$ cat src/rtl/linebuf_ctrl.sv
// linebuf_ctrl: sequencer for the 5x5 line buffer in front of the conv engine.
// A start request with a legal configuration does the following, in order:
//   - latches the configuration,
//   - pulses buf_en,
//   - streams img_size*img_size raster-order reads, one per cycle,
//   - drains the tag pipe,
//   - pulses done.
// Window tags travel through a PIPE_LAT-deep delay line, so that win_valid/row/col
// line up with the cycle the window registers hold that window.
//
// state  | meaning
// IDLE   | waiting for start; an illegal config pulses err
// PRIME  | one cycle, buf_en arms the line buffer
// STREAM | one read per cycle, pushes window tags
// DRAIN  | PIPE_LAT cycles, flushing the last tags out
// DONE   | one cycle, done pulse
//
// Ports:
//   clk, xrst          clock, synchronous active-high reset
//   start              single-cycle request to process one image
//   img_size, fil_size image side / filter side, sampled at accepted start
//   mem_re, mem_addr   feature-map read enable and raster address
//   buf_en             line-buffer start pulse
//   win_valid/row/col  tag of the complete window currently in the window registers
//   busy, done, err    status: not idle, completion pulse, rejected-start pulse
module linebuf_ctrl #(
    parameter int LWIDTH   = 9,
    parameter int AWIDTH   = 18,
    parameter int MAXFIL   = 5,
    parameter int PIPE_LAT = 4
) (
    input  logic              clk,
    input  logic              xrst,
    input  logic              start,
    input  logic [LWIDTH-1:0] img_size,
    input  logic [LWIDTH-1:0] fil_size,
    output logic              mem_re,
    output logic [AWIDTH-1:0] mem_addr,
    output logic              buf_en,
    output logic              win_valid,
    output logic [LWIDTH-1:0] win_row,
    output logic [LWIDTH-1:0] win_col,
    output logic              busy,
    output logic              done,
    output logic              err
);

    localparam int DW = (PIPE_LAT > 1) ? $clog2(PIPE_LAT) : 1;

    typedef enum logic [2:0] {
        ST_IDLE,
        ST_PRIME,
        ST_STREAM,
        ST_DRAIN,
        ST_DONE
    } state_t;

    state_t            state, state_nxt;
    logic [LWIDTH-1:0] img_q, fil_q, row_q, col_q;
    logic [AWIDTH-1:0] addr_q;
    logic [DW-1:0]     drain_cnt;
    logic              err_q;

    logic              tag_v   [PIPE_LAT];
    logic [LWIDTH-1:0] tag_row [PIPE_LAT];
    logic [LWIDTH-1:0] tag_col [PIPE_LAT];

    logic              cfg_ok, accept, last_pix, drain_tc;
    logic              v_in;
    logic [LWIDTH-1:0] fil_m1, row_in, col_in;

    assign cfg_ok   = (fil_size != '0) && (fil_size <= LWIDTH'(MAXFIL)) && (fil_size <= img_size);
    assign accept   = (state == ST_IDLE) && start && cfg_ok;
    assign last_pix = (row_q == img_q - LWIDTH'(1)) && (col_q == img_q - LWIDTH'(1));
    assign drain_tc = (drain_cnt == '0);

    // Window top-left is the current pixel minus (fil_size-1) in each direction.
    // Outside STREAM the pushed tag is all zero.
    assign fil_m1 = fil_q - LWIDTH'(1);
    assign v_in   = (state == ST_STREAM) && (row_q >= fil_m1) && (col_q >= fil_m1);
    assign row_in = v_in ? row_q - fil_m1 : '0;
    assign col_in = v_in ? col_q - fil_m1 : '0;

    always_comb begin
        state_nxt = state;
        case (state)
            ST_IDLE:   if (accept)   state_nxt = ST_PRIME;
            ST_PRIME:                state_nxt = ST_STREAM;
            ST_STREAM: if (last_pix) state_nxt = ST_DRAIN;
            ST_DRAIN:  if (drain_tc) state_nxt = ST_DONE;
            ST_DONE:                 state_nxt = ST_IDLE;
            default:                 state_nxt = ST_IDLE;
        endcase
    end

    always_ff @(posedge clk) begin
        if (xrst) begin
            state     <= ST_IDLE;
            img_q     <= '0;
            fil_q     <= '0;
            row_q     <= '0;
            col_q     <= '0;
            addr_q    <= '0;
            drain_cnt <= '0;
            err_q     <= 1'b0;
            for (int i = 0; i < PIPE_LAT; i++) begin
                tag_v[i]   <= 1'b0;
                tag_row[i] <= '0;
                tag_col[i] <= '0;
            end
        end else begin
            state <= state_nxt;
            err_q <= (state == ST_IDLE) && start && !cfg_ok;

            if (accept) begin
                img_q  <= img_size;
                fil_q  <= fil_size;
                row_q  <= '0;
                col_q  <= '0;
                addr_q <= '0;
            end else if ((state == ST_STREAM) && !last_pix) begin
                // Final address is held after the last read.
                addr_q <= addr_q + AWIDTH'(1);
                if (col_q == img_q - LWIDTH'(1)) begin
                    col_q <= '0;
                    row_q <= row_q + LWIDTH'(1);
                end else begin
                    col_q <= col_q + LWIDTH'(1);
                end
            end

            if ((state == ST_STREAM) && last_pix)
                drain_cnt <= DW'(PIPE_LAT - 1);
            else if ((state == ST_DRAIN) && !drain_tc)
                drain_cnt <= drain_cnt - DW'(1);

            tag_v[0]   <= v_in;
            tag_row[0] <= row_in;
            tag_col[0] <= col_in;
            for (int i = 1; i < PIPE_LAT; i++) begin
                tag_v[i]   <= tag_v[i-1];
                tag_row[i] <= tag_row[i-1];
                tag_col[i] <= tag_col[i-1];
            end
        end
    end

    assign mem_re    = (state == ST_STREAM);
    assign mem_addr  = addr_q;
    assign buf_en    = (state == ST_PRIME);
    assign busy      = (state != ST_IDLE);
    assign done      = (state == ST_DONE);
    assign err       = err_q;
    assign win_valid = tag_v[PIPE_LAT-1];
    assign win_row   = tag_row[PIPE_LAT-1];
    assign win_col   = tag_col[PIPE_LAT-1];

endmodule

$ cat config.mk
export PLATFORM = sky130hd
export DESIGN_NAME = linebuf_ctrl
export DESIGN_NICKNAME = d
export VERILOG_FILES = /design/src/rtl/linebuf_ctrl.sv
export SDC_FILE = /design/constraint.sdc
export NUM_CORES = 1
export LEC_CHECK = 0
export ABC_AREA = 1
export CAP_MARGIN = 20
export CELL_PAD_IN_SITES_DETAIL_PLACEMENT = 0
export CELL_PAD_IN_SITES_GLOBAL_PLACEMENT = 1
export CORE_UTILIZATION = 38
export DETAILED_ROUTE_END_ITERATION = 16
export PLACE_DENSITY_LB_ADDON = 0.25
export SYNTH_ARGS = -nofsm -noshare
export SYNTH_HDL_FRONTEND = slang
export SYNTH_SLANG_ARGS = --single-unit
$ cat constraint.sdc
create_clock -name clk -period 2.3 [get_ports clk]
set_input_delay 0.46 -clock clk [delete_from_list [all_inputs] [get_ports clk]]
set_output_delay 0.46 -clock clk [all_outputs]
set_load 0.01 [all_outputs]
# Word level (Yosys, flattened, before mapping)
# Memories as Yosys holds them, arrays and structs flattened.
# Index checks and enable logic that the tools add are counted.
dict set report totals {
  regBits 60
  ramBits 76
  out_inout_bits 42
  word_cells 90
  n_memories 3
}
dict set report op_classes {
  n_addsub 8
  magnitude_cmp 4
  n_eq_ne 9
  muxes 24
  bitwise_logic 12
  n_reduce_logical 22
}
# name words word_bits rd rd_ports_with_merged_regs write_ports line
set memory_table {}
lappend memory_table {tag_col 4 9 4 0 4 66} ;# logic [LWIDTH-1:0] tag_col [PIPE_LAT];
lappend memory_table {tag_row 4 9 4 0 4 65} ;# logic [LWIDTH-1:0] tag_row [PIPE_LAT];
lappend memory_table {tag_v 4 1 4 0 4 64} ;# logic tag_v [PIPE_LAT];
# op n
set ops {}
lappend ops {{two-way mux 9 bit} 11}
lappend ops {{adder 18 x 1 -> 18 bit, second input constant} 1}
lappend ops {{adder 9 x 1 -> 9 bit, second input constant} 2}
lappend ops {{== test 9 bit} 2}
lappend ops {{greater-or-equal comparator 9 bit} 2}
lappend ops {{subtractor 9 x 1 -> 9 bit, second input constant} 2}
lappend ops {{subtractor 9 bit} 2}
lappend ops {{OR 1 bit} 12}
lappend ops {{one-hot mux 3 bit (4 select lines)} 1}
lappend ops {{logical AND 1 bit} 11}
lappend ops {{less-or-equal comparator 9 x 3 -> 1 bit, second input constant} 1}
lappend ops {{less-or-equal comparator 9 bit} 1}
lappend ops {{two-way mux 3 bit} 3}
lappend ops {{nonzero test 9 bit} 1}
lappend ops {{two-way mux 1 bit} 7}
lappend ops {{== test 3 x 2 -> 1 bit, second input constant} 2}
lappend ops {{two-way mux 2 bit} 2}
lappend ops {{inequality test 2 bit, second input constant} 2}
lappend ops {{== test 3 x 1 -> 1 bit, second input constant} 1}
lappend ops {{== test 3 bit, second input constant} 1}
lappend ops {{logical NOT 1 bit} 3}
lappend ops {{logical NOT 3 bit} 1}
lappend ops {{AND reduction 3 bit} 1}
lappend ops {{nonzero test 3 bit} 1}
lappend ops {{6 further kinds} 6}

# Logic depth before layout (Yosys ltp)
dict set report logic_depth {
  depth_word 6
  depth_mapped 17
  mapped_depth_nobuf 17
}

# Worst setup path after synthesis
# No wires, ideal clock.
dict set report synth_path {
  path_type {flip-flop to flip-flop}
  start {reg fil_q[0]}
  end {mem tag_row[0][1]}
  setup_ns 0.062
  t_arrival_ns 2.275
  required_ns 2.238
  slack_ns -0.037
  path_stages_with_launch 14
  period_less_slack_ns 2.337
  cell_sequence {dfxtp_1 inv_1 ha_1 xnor2_1 ha_1 nand2_1 o21ai_0 a21boi_0 o21ai_1 nand3_1 nand3_1 nand3_4 buf_6 nor2_2}
}
# item line
set synth_rtl {}
lappend synth_rtl {{start: declaration} 59} ;# logic [LWIDTH-1:0] img_q, fil_q, row_q, col_q;
lappend synth_rtl {{start signal: assignment} 117} ;# fil_q <= fil_size;
lappend synth_rtl {{end: declaration} 65}

==> impl_metrics.py <==
metrics = {
    "logic_synthesis": {
        "synth_common_cells": "nand2_1, inv_1, dfxtp_1, nor2_1, nand3_1",
        "synth-seq-cells": 136,
        "synth.most_common_cell": "nand2_1",
        "syn_inst": 991,
        "syn_nets": 1037,
        "netlist_area_um2": 6990,
        "synth_top_area_share_pct": 39.0,
        "yosys.cell_types.count": 36,
        "yosys.area.top_type": "dfxtp_1",
        "yosys_warnings": 0,
        "synth-edff-count": 0,
        "async_flop_share_pct": 0,
        "yosys-top-cells-area": "dfxtp_1, nand2_1, inv_1",
        "ys_seq_area_share_pct": 39.0,
        "avgSynthCellArea_um2": 7.05,
        "synth_flop_cell": "dfxtp_1",
    },
    "final_layout": {
        "antenna_cells": 0,
        "fillers": 1811,
        "final_nets": 1153,
        "syn_to_final_growth_pct": 30.3,
        "seq_area_um2": 2730,
        "final_layout_size_suffix_gt1_share_pct": 16.5,
        "multi_input_area_um2": 3570,
        "fin_cells": 1349,
        "final_cell_area_um2": 9100,
    },
    "worst_setup_path": {
        "slowest_stage": "dfxtp_2",
        "cp.arrival_ns": 2.63,
        "max_stage_delay_ns": 0.33,
        "r2r_start": "fil_q[1]$_SDFFE_PP0P_",
        "crit_top_cell": "buf_4",
        "crit_path_max_fanout": 3,
        "critPathKind": "reg2reg",
        "start_kind": "flop",
        "cp_data_required_time_ns": 2.62,
        "crit_start": "fil_q[1]$_SDFFE_PP0P_",
        "worstSetupEndpointType": "flop",
        "path_cells": "inv_2 > ha_4 > xnor2_4 > ha_4 > nand2_1 > inv_1 > nor3_1 > inv_1 > buf_4 > buf_4 > buf_4 > buf_4 > buf_4 > xor2_2 > nor2_4",
    },
    "route": {
        "wl_per_cell_um": 12.3,
        "wl_um": 16600,
        "drc": 0,
        "detail-route-antenna-nets": 0,
        "first_pass_iters": 6,
        "viasPerCell": 4.55,
        "drtIter0Drc": 245,
        "vias": 6141,
    },
    "outcome": {
        "outcome": "finished with violations",
        "violations": "setup timing",
    },
    "clocking": {
        "htreeDepth": 4,
        "holdBufCountCts": 0,
        "clock-root-buffer": "clkbuf_16",
        "clk_pin_slew_ns": 0.06,
        "cts-buffers-inserted": 17,
        "cts_tree": "built",
        "clkSinkCount": 136,
        "clk_path_buf_depth": 2,
        "clkLatencyLatePin_ns": 0.43,
    },
    "timing": {
        "timing.final.max_slew_violations": 0,
        "slew_headroom_pct": 58.6,
        "setup_viol": 2,
        "setup_ws_ns": -0.00719,
        "fin_crit_ns": 2.31,
        "finalHoldViolCount": 0,
        "max_freq_mhz": 433,
        "timing.final.crit_share_pct": 100,
        "fin_skew_ns": 0.00937,
        "worstMarginPinSlew_ns": 0.621,
        "rsz0062_at_grt": "true",
        "whs_ns": 0.393,
    },
    "floorplanning": {
        "die-height_um": 138,
        "core_area_um2": 18000,
        "ios": 63,
        "initial_core_util_pct": 38.9,
        "die_w_um": 138,
        "rows": 49,
        "die-area_um2": 18900,
    },
    "global_routing": {
        "antenna_found_initial": 0,
        "grt_pass1_wl_um": 27700,
        "gr-total-overflow": 0,
        "grt_pass1_vias": 5770,
        "grt_max_degree": 64,
        "track_usage_pct": 18.9,
    },
    "place": {
        "place.gp.congestion": 0.845,
        "placed_cell_area_um2": 8180,
        "numPortBuffers": 62,
        "dpl.cell_count": 1307,
        "dp_hpwl_um": 12600,
        "pre_cts_ws_ns": -0.317,
    },
    "min_path": {
        "min-delay-start": "tag_v[0][0]$_SDFF_PP0_",
        "holdCritPathClass": "reg2reg",
    },
    "pwr": {
        "clkPwrFrac_pct": 49.9,
        "p_leak_nw": 3.90,
        "p_switching_mw": 1.36,
        "p_per_area_nw_per_um2": 615,
        "combPwrFrac_pct": 7.5,
        "sequentialPowerShare_pct": 42.6,
        "internal_power_mw": 4.24,
        "power_mw": 5.60,
        "switching_share_pct": 24.3,
        "vdd_drop_max_mv": 0.773,
    },
    "job": {
        "maxCapViolations": 0,
    },
}
==> power by group through the flow <==
stage	logic (mW)	clock network, mW	registers [mW]
final	0.421	2.79	2.39
after global routing	0.468	2.97	2.39
after CTS	0.417	2.86	2.38
after detailed placement	0.408	0	2.44
after global placement	0.410	0	2.44
after floorplan	0.223	0	2.44
==> routing by layer <==
| layer | track usage (%) | vias up | part of all wire, % |
|---|---|---|---|
| met2 | 31.5 | 104 | 48 |
| li1 | - | 3312 | - |
| met4 | 7.94 | 0 | 2.2 |
| met3 | 4.01 | 19 | 3.7 |
| met5 | 0 | - | 0 |
| met1 | 23.5 | 2706 | 47 |
==> sequential cells by signal (all words and copies together) (netlist names) <==
register,count
col_q,9
fil_q,9
err,1
drain_cnt,2
tag_row,36
row_q,9
tag_v,4
img_q,9
mem_addr,18
state,3
tag_col,36
==> path summary, 6_finish.rpt <==
check	to	slack [ns]	cells after the start
max	tag_col[0][3]$_SDFF_PP0_	-0.007	15
min	tag_v[0][1]$_SDFF_PP0_	0.39	2
max reg2reg	tag_col[0][3]$_SDFF_PP0_	-0.007	15
min reg2reg	tag_v[0][1]$_SDFF_PP0_	0.39	2
==> metrics by stage <==
step	utilization [%]	TNS, ns
finish	50.7	-0.00730
global route	50.7	-2.61
CTS	50.1	-0.663
detailed placement	45.5	-14.08
global placement	45.5	-12.12
floorplan	-	0
==> cell families (layout without fill, tap and decap cells) <==
group	Yosys count	count (layout)	share of synthesized area (%)
AO/OA/AOI/OAI	93	93	6.95
XOR/XNOR	46	46	5.77
adder cells (fa/ha/maj)	25	25	4.69
buffers and inverters	212	341	12.9
flip-flops	136	136	39.0
AND/OR/NAND/NOR	479	479	30.7
==> cell type report <==
type                       count  share of cell area, %
multi-input combinational    643                   39.2
clock inverter                13                   1.72
inverter                     169                   6.97
clock buffer                  19                   4.97
timing repair buffer         140                   14.0
sequential                   136                   29.9
tap                          229                   3.15
==> critical path, delay by kind of cell (launching register included) <==
kind | cells | cell delay, ns
buffers and inverters | 8 | 0.78
AND/OR/NAND/NOR | 3 | 0.27
flip-flops | 1 | 0.33
adder cells (fa/ha/maj) | 2 | 0.42
XOR/XNOR | 2 | 0.41
==> what timing repair did <==
action | 4_1_cts | 5_1_grt
setup buffers | 10 | 2
pin swaps | 14 | 17
resized for setup | 27 | 23
gates cloned | 1 | 0
setup endpoints to repair | 20 | 61
==> cell usage in the layout (no fill, tap or decap), types with 3 or more instances in the layout <==
master and instances:
nand2_2 11, nor2_1 114, clkdlybuf4s50_1 60, xor2_1 33, ha_1 19, nor3_1 12, clkbuf_16 17, a21oi_1 62
o21ai_1 3, o21ai_0 19, dfxtp_1 133, nand2_1 186, nor2_4 14, nor2_2 17, buf_12 4, nand4_1 24
xnor2_1 10, inv_6 7, ha_4 3, nand3_2 3, o21ai_2 4, dfxtp_2 3, nor4_1 4, inv_1 162
inv_2 7, nand3_1 86, buf_4 72
(Power assumes the default switching activity.)
